<file path="src/rtl/fft_pkg.sv">
// Shared types and constants for the radix-2 DIT FFT address generator.
package fft_pkg;

  localparam int LOG2_N_MAX_DEFAULT = 10;
  localparam int LOG2N_W            = 4;

  typedef enum logic [1:0] {
    ST_IDLE    = 2'd0,
    ST_RUN     = 2'd1,
    ST_REORDER = 2'd2,
    ST_DONE    = 2'd3
  } state_t;

endpackage

</file>
<file path="src/rtl/fft_bitrev.sv">
// Combinational bit reversal of the low `width` bits of an index; bits above
// `width` in the input are expected to be zero.
module fft_bitrev
  import fft_pkg::*;
#(
  parameter int IDX_W = LOG2_N_MAX_DEFAULT
) (
  input  logic [IDX_W-1:0]   idx,
  input  logic [LOG2N_W-1:0] width,
  output logic [IDX_W-1:0]   rev
);

  logic [IDX_W-1:0] full_rev;

  generate
    for (genvar gi = 0; gi < IDX_W; gi++) begin : g_rev
      assign full_rev[gi] = idx[IDX_W-1-gi];
    end
  endgenerate

  // Reversing all IDX_W bits leaves the wanted field at the top; slide it down.
  assign rev = full_rev >> (IDX_W - int'(width));

endmodule

</file>
<file path="src/rtl/fft_addr_gen.sv">
// Stage/butterfly/twiddle address sequencer for an in-place radix-2 DIT FFT.
// Define FFT_AG_REORDER_EN to append a bit-reversal reorder pass after the last stage.
module fft_addr_gen
  import fft_pkg::*;
#(
  parameter int LOG2_N_MAX = LOG2_N_MAX_DEFAULT,
  parameter int IDX_W      = LOG2_N_MAX,
  parameter int TW_W       = LOG2_N_MAX - 1
) (
  input  logic               clk,
  input  logic               rst_,
  input  logic               start,
  input  logic [LOG2N_W-1:0] log2n,
  input  logic               ready,
  output logic               valid,
  output logic [IDX_W-1:0]   a_idx,
  output logic [IDX_W-1:0]   b_idx,
  output logic [TW_W-1:0]    tw_idx,
  output logic [LOG2N_W-1:0] stage,
  output logic               stage_last,
  output logic               reorder,
  output logic               busy,
  output logic               done,
  output logic               err
);

  localparam logic [LOG2N_W-1:0] ONE_L   = LOG2N_W'(1);
  localparam logic [LOG2N_W-1:0] MAX_L   = LOG2N_W'(LOG2_N_MAX);
  localparam logic [IDX_W-1:0]   IDX_ONE = IDX_W'(1);

  state_t             state_reg, state_next;
  logic [LOG2N_W-1:0] size_reg, size_next;
  logic [LOG2N_W-1:0] s_reg, s_next;
  logic [IDX_W-1:0]   k_reg, k_next;

  logic               valid_reg, busy_reg, done_reg, err_reg, last_reg;
  logic [IDX_W-1:0]   a_reg, b_reg;
  logic [TW_W-1:0]    tw_reg;
  logic [LOG2N_W-1:0] stage_reg;

  logic               size_ok, fire;
  logic               run_next, ro_next, beat_next;
  logic [IDX_W-1:0]   half_last;
  logic [IDX_W-1:0]   span, pos, grp;
  logic [IDX_W-1:0]   a_next, b_next;
  logic [TW_W-1:0]    tw_next;
  logic [LOG2N_W-1:0] stage_next;
  logic               last_next;

  // (1 << w) - 1 in index width; wraps to all-ones when w == IDX_W.
  function automatic logic [IDX_W-1:0] low_mask(input logic [LOG2N_W-1:0] w);
    return (IDX_ONE << w) - IDX_ONE;
  endfunction

  assign size_ok   = (log2n != '0) && (log2n <= MAX_L);
  assign fire      = valid_reg && ready;
  assign half_last = low_mask(size_reg - ONE_L);

  // Next-state and counter sequencing.
  always_comb begin
    state_next = state_reg;
    size_next  = size_reg;
    s_next     = s_reg;
    k_next     = k_reg;
    case (state_reg)
      ST_IDLE: begin
        if (start && size_ok) begin
          state_next = ST_RUN;
          size_next  = log2n;
          s_next     = '0;
          k_next     = '0;
        end
      end
      ST_RUN: begin
        if (fire) begin
          if (k_reg == half_last) begin
            k_next = '0;
            if (s_reg == size_reg - ONE_L) begin
`ifdef FFT_AG_REORDER_EN
              state_next = ST_REORDER;
              s_next     = size_reg;
`else
              state_next = ST_DONE;
`endif
            end else begin
              s_next = s_reg + ONE_L;
            end
          end else begin
            k_next = k_reg + IDX_ONE;
          end
        end
      end
`ifdef FFT_AG_REORDER_EN
      ST_REORDER: begin
        if (fire) begin
          if (k_reg == low_mask(size_reg)) begin
            state_next = ST_DONE;
          end else begin
            k_next = k_reg + IDX_ONE;
          end
        end
      end
`endif
      default: state_next = ST_IDLE;
    endcase
  end

  assign run_next = (state_next == ST_RUN);
`ifdef FFT_AG_REORDER_EN
  assign ro_next  = (state_next == ST_REORDER);
`else
  assign ro_next  = 1'b0;
`endif
  assign beat_next = run_next || ro_next;

`ifdef FFT_AG_REORDER_EN
  logic [IDX_W-1:0] rev_k;

  fft_bitrev #(
    .IDX_W (IDX_W)
  ) u_bitrev (
    .idx   (k_next),
    .width (size_next),
    .rev   (rev_k)
  );
`endif

  // Beat contents are derived from the next counters so every output is a flop.
  always_comb begin
    span       = IDX_ONE << s_next;
    pos        = k_next & (span - IDX_ONE);
    grp        = k_next >> s_next;
    a_next     = '0;
    b_next     = '0;
    tw_next    = '0;
    stage_next = '0;
    last_next  = 1'b0;
    if (run_next) begin
      a_next     = (grp << (s_next + ONE_L)) | pos;
      b_next     = a_next + span;
      tw_next    = pos[TW_W-1:0] << (size_next - ONE_L - s_next);
      stage_next = s_next;
      last_next  = (k_next == low_mask(size_next - ONE_L));
    end
`ifdef FFT_AG_REORDER_EN
    else if (ro_next) begin
      a_next     = k_next;
      b_next     = rev_k;
      stage_next = size_next;
      last_next  = (k_next == low_mask(size_next));
    end
`endif
  end

  always_ff @(posedge clk) begin
    if (!rst_) begin
      state_reg <= ST_IDLE;
      size_reg  <= '0;
      s_reg     <= '0;
      k_reg     <= '0;
      valid_reg <= 1'b0;
      busy_reg  <= 1'b0;
      done_reg  <= 1'b0;
      err_reg   <= 1'b0;
      last_reg  <= 1'b0;
      a_reg     <= '0;
      b_reg     <= '0;
      tw_reg    <= '0;
      stage_reg <= '0;
    end else begin
      state_reg <= state_next;
      size_reg  <= size_next;
      s_reg     <= s_next;
      k_reg     <= k_next;
      valid_reg <= beat_next;
      busy_reg  <= beat_next;
      // DONE is entered only from RUN/REORDER, so this is a single-cycle pulse.
      done_reg  <= (state_next == ST_DONE);
      err_reg   <= (state_reg == ST_IDLE) && start && !size_ok;
      last_reg  <= last_next;
      a_reg     <= a_next;
      b_reg     <= b_next;
      tw_reg    <= tw_next;
      stage_reg <= stage_next;
    end
  end

`ifdef FFT_AG_REORDER_EN
  logic reorder_reg;

  always_ff @(posedge clk) begin
    if (!rst_) begin
      reorder_reg <= 1'b0;
    end else begin
      reorder_reg <= ro_next;
    end
  end

  assign reorder = reorder_reg;
`else
  assign reorder = 1'b0;
`endif

  assign valid      = valid_reg;
  assign busy       = busy_reg;
  assign done       = done_reg;
  assign err        = err_reg;
  assign stage_last = last_reg;
  assign a_idx      = a_reg;
  assign b_idx      = b_reg;
  assign tw_idx     = tw_reg;
  assign stage      = stage_reg;

endmodule

</file>
<file path="config.mk">
export PLATFORM = sky130hd
export DESIGN_NAME = fft_addr_gen
export DESIGN_NICKNAME = d
export VERILOG_FILES = /design/src/rtl/fft_pkg.sv /design/src/rtl/fft_bitrev.sv /design/src/rtl/fft_addr_gen.sv
export SDC_FILE = /design/constraint.sdc
export NUM_CORES = 1
export LEC_CHECK = 0
export BUFFER_PORTS_ARGS = -buffer_cell sky130_fd_sc_hd__buf_4
export CAP_MARGIN = 0
export CORE_UTILIZATION = 59
export DETAILED_ROUTE_END_ITERATION = 12
export HOLD_SLACK_MARGIN = 0.12
export PLACE_DENSITY = 0.85
export RECOVER_POWER = 50
export SLEW_MARGIN = 20
export SYNTH_ARGS = -nofsm -noshare
export SYNTH_HDL_FRONTEND = slang
export SYNTH_HIERARCHICAL = 1
export SYNTH_SLANG_ARGS = --single-unit
</file>
<file path="constraint.sdc">
create_clock -name clk -period 17.51 [get_ports clk]
set_input_delay 3.502 -clock clk [delete_from_list [all_inputs] [get_ports clk]]
set_output_delay 3.502 -clock clk [all_outputs]
set_load 0.05 [all_outputs]
</file>
==> impl_results.md <==
- Die area: 9540 um^2
- Row Count: 34
- Die Span Y: 97.7 um
- DRC: 8
- Filler cells: 784
- Flops & latches, synth: 57
- Critical path class: primary input to flop
- CP endpoint kind: flop
- Actual slew at the worst max-slew pin: 1.04 ns
- Pwr/cell area: 61.4 nW/um^2
- Vias/cell: 6.56
- Synth Flop Type: dfxtp_1
- Core area: 8810 um^2
- Synth-to-layout area growth: 7.39%
- Total track usage: 33.7%
- Design Power: 0.000356 W
- Number of setup buffers added after CTS: 0
- CTS Buf Count: 9
- Hold Path Class: flop to flop
- CP max stage delay: 0.53 ns
- Final Skew: 0.00706 ns
- Initial antenna violation count: 0
- Crit path cell chain: buf_4 -> and2_0 -> nand2_1 -> a21oi_1 -> and3_1 -> nor4b_4 -> xnor2_1 -> and2_1 -> ha_1 -> nand2_1 -> ha_1 -> and3_1 -> nand2_1 -> nand2_1 -> a21oi_1 -> o21bai_1 -> ha_1 -> inv_1 -> nor2_1 -> a31oi_2 -> o311ai_4 -> o31ai_2 -> mux2_4
- Most frequent cells in the layout: nor2_1, nand2_1, dfxtp_1
- Largest net degree at the start of global routing: 21
- Post-synthesis net count: 744
- Clock transition at the registers of the reported paths: 0.07 ns
- Dpl hpwl: 11,900 um
- Final nets: 766
- Final worst path period need: 8.70 ns
- Resize count post-CTS: 0
- Syn Std Cell Area: 5400 um^2
- Router iterations before antenna repair: 9
- Count of cell types in the netlist: 93
- Longest Clk Path Bufs: 2
- Share of cells above drive strength 1: 9.97%
- LEAKAGE: 2.21 nW
- CP startpoint kind: primary input
- Worst-Skew Late Latency: 0.35 ns
- Avg Inst Size Synth: 7.66 um^2
- Post-Synthesis Cells: 705
- Sequential fraction of the synthesis area: 21.1%
- Maximum vdd drop: 51.1 uV
- Num ports: 47
- Initial Util: 61.3%
- Die Width: 97.7 um
- Dpl cells: 824
- Vias after detailed routing: 5,512
- IO Port Bufs: 45
- Initial DRC count: 434
- GRT Residual Overflow: 0
- Max Fclk: 0.115 GHz
- Critical Path Fanout Max: 14
- Setup TNS: 0 ns
- TritonCTS clock tree: yes
- Crit path arrival time: 8.94 ns
- Final Setup Violations: 0
- Reg-to-reg startpoint: size_reg[0]$_SDFF_PN0_
- Vias in the first global route: 5,013
- Critical path launch point: ready
- CTS sink cnt: 57
- CP dominant cell by count: nand2_1
- Clk root buf: clkbuf_8
- Number of synthesized flops with an enable pin: 0
- Share of flip-flops with an asynchronous set or reset: 0%
- Routability cong.: 0.990
- ANT nets after route: 0
- Sequential cell area: 1140 um^2
- Leading cell type in the layout, fill and taps excluded: nor2_1
- First-pass GRT wire length: 25,500 um
- Period utilization: 49.7%
- # diodes: 0
- H-Tree Depth: 3
- Hold_sp: state_reg[0]$_SDFF_PN0_
- Fin. Hold Viols: 0
- YS warnings: 6
- Required @ worst endpoint: 17.75 ns
- Slowest cell on the critical path: and2_1
- Layout Cells excl Fill: 840
- Failing checks: DRC
- RSZ-0062 raised after global routing: no
- Number of max-cap violations: 0
- Status: finished with violations
- Final Slew Violations: 0
- Hold_buf cts: 0
- Final WL: 15,800 um
- Routed wire length per instance: 18.8 um
- Multi-input gate area: 3960 um^2
- Max-slew headroom: 30.8%
==> cell type report <==
cell class | instances | area share, %
multi-input combinational | 576 | 68.4
sequential | 57 | 19.7
timing repair buffer | 51 | 4.01
clock buffer | 10 | 2.37
tap | 108 | 2.33
inverter | 32 | 2.07
clock inverter | 6 | 1.14
==> through the flow <==
step / hold WS [ns] / setup WS, ns / instance area (um^2) / util, %
final: 0.489 / 8.81 / 5800 / 65.8
after global routing: 0.529 / 8.33 / 5800 / 65.8
after CTS: 0.481 / 9.01 / 5950 / 67.5
after detailed placement: 0.464 / 8.68 / 5740 / 65.2
after global placement: 0.458 / 8.92 / 5740 / 65.2
after floorplan: 0.415 / 9.15 / 5400 / -
==> worst max-delay path: cells and delay by family <==
family	cells	cell delay [ns]
buffers and inverters	2	0.22
AO/OA/AOI/OAI	6	1.30
AND/OR/NAND/NOR	10	2.27
XOR/XNOR	1	0.21
multiplexers	1	0.32
adder cells (fa/ha/maj)	3	1.12
==> path summary, 6_finish.rpt <==
kind | slack (ns) | depth (start not counted) | end
setup / recovery | 8.81 | 23 | b_idx[9]$_SDFF_PN0_
hold reg to reg | 0.49 | 1 | err$_SDFF_PN0_
hold / removal | 0.49 | 1 | err$_SDFF_PN0_
setup reg to reg | 9.07 | 28 | b_idx[8]$_SDFF_PN0_
==> where the power goes <==
group / internal, W / switching (W)
sequential: 0.000131 / 0.00000299
combinational: 0.0000345 / 0.0000579
clock: 0.0000697 / 0.0000595
total: 0.000235 / 0.000120
==> cell usage after synthesis, types with 6 or more instances <==
| library cell | count | area [um^2] |
|---|---|---|
| and3_1 | 14 | 87.6 |
| dfxtp_1 | 57 | 1140 |
| buf_4 | 6 | 45.0 |
| nand2b_1 | 11 | 68.8 |
| nor3_1 | 17 | 85.1 |
| ha_1 | 29 | 363 |
| o21ai_0 | 36 | 180 |
| or3_1 | 11 | 68.8 |
| nor2_1 | 72 | 270 |
| inv_1 | 29 | 109 |
| clkbuf_1 | 29 | 109 |
| nor4_1 | 6 | 37.5 |
| xor2_1 | 11 | 96.3 |
| nand2_1 | 67 | 251 |
| mux2i_1 | 12 | 120 |
| xnor2_1 | 31 | 272 |
| and2_1 | 22 | 138 |
| a21oi_1 | 46 | 230 |
| o31ai_1 | 9 | 67.6 |
| a31oi_1 | 8 | 50.1 |
| a211oi_1 | 7 | 52.6 |
| a21o_1 | 7 | 52.6 |
| nor2b_1 | 8 | 50.1 |
| nand3_1 | 21 | 105 |
==> routing by layer <==
metal	vias up	GRT usage [%]	wire, um
met3	43	5.61	1420
met5	-	0	0
met4	0	15.0	464
met1	2614	45.2	6830
li1	2574	-	-
met2	281	53.1	7060
==> kinds of logic (layout without fill, tap and decap cells) <==
logic type / count (synthesis) / count (layout) / share of synthesized area (%)
AOI/OAI and AO/OA: 191 / 191 / 25.4
xor gates and xnor gates: 44 / 44 / 7.67
adders and majority gates: 33 / 33 / 7.86
buffers and inverters: 72 / 99 / 5.52
DFF: 57 / 57 / 21.1
muxes: 21 / 21 / 4.59
other: 1 / 1 / 0.0695
and+or+nand+nor: 286 / 286 / 27.7
No activity file was read; power rests on OpenSTA's default activity.
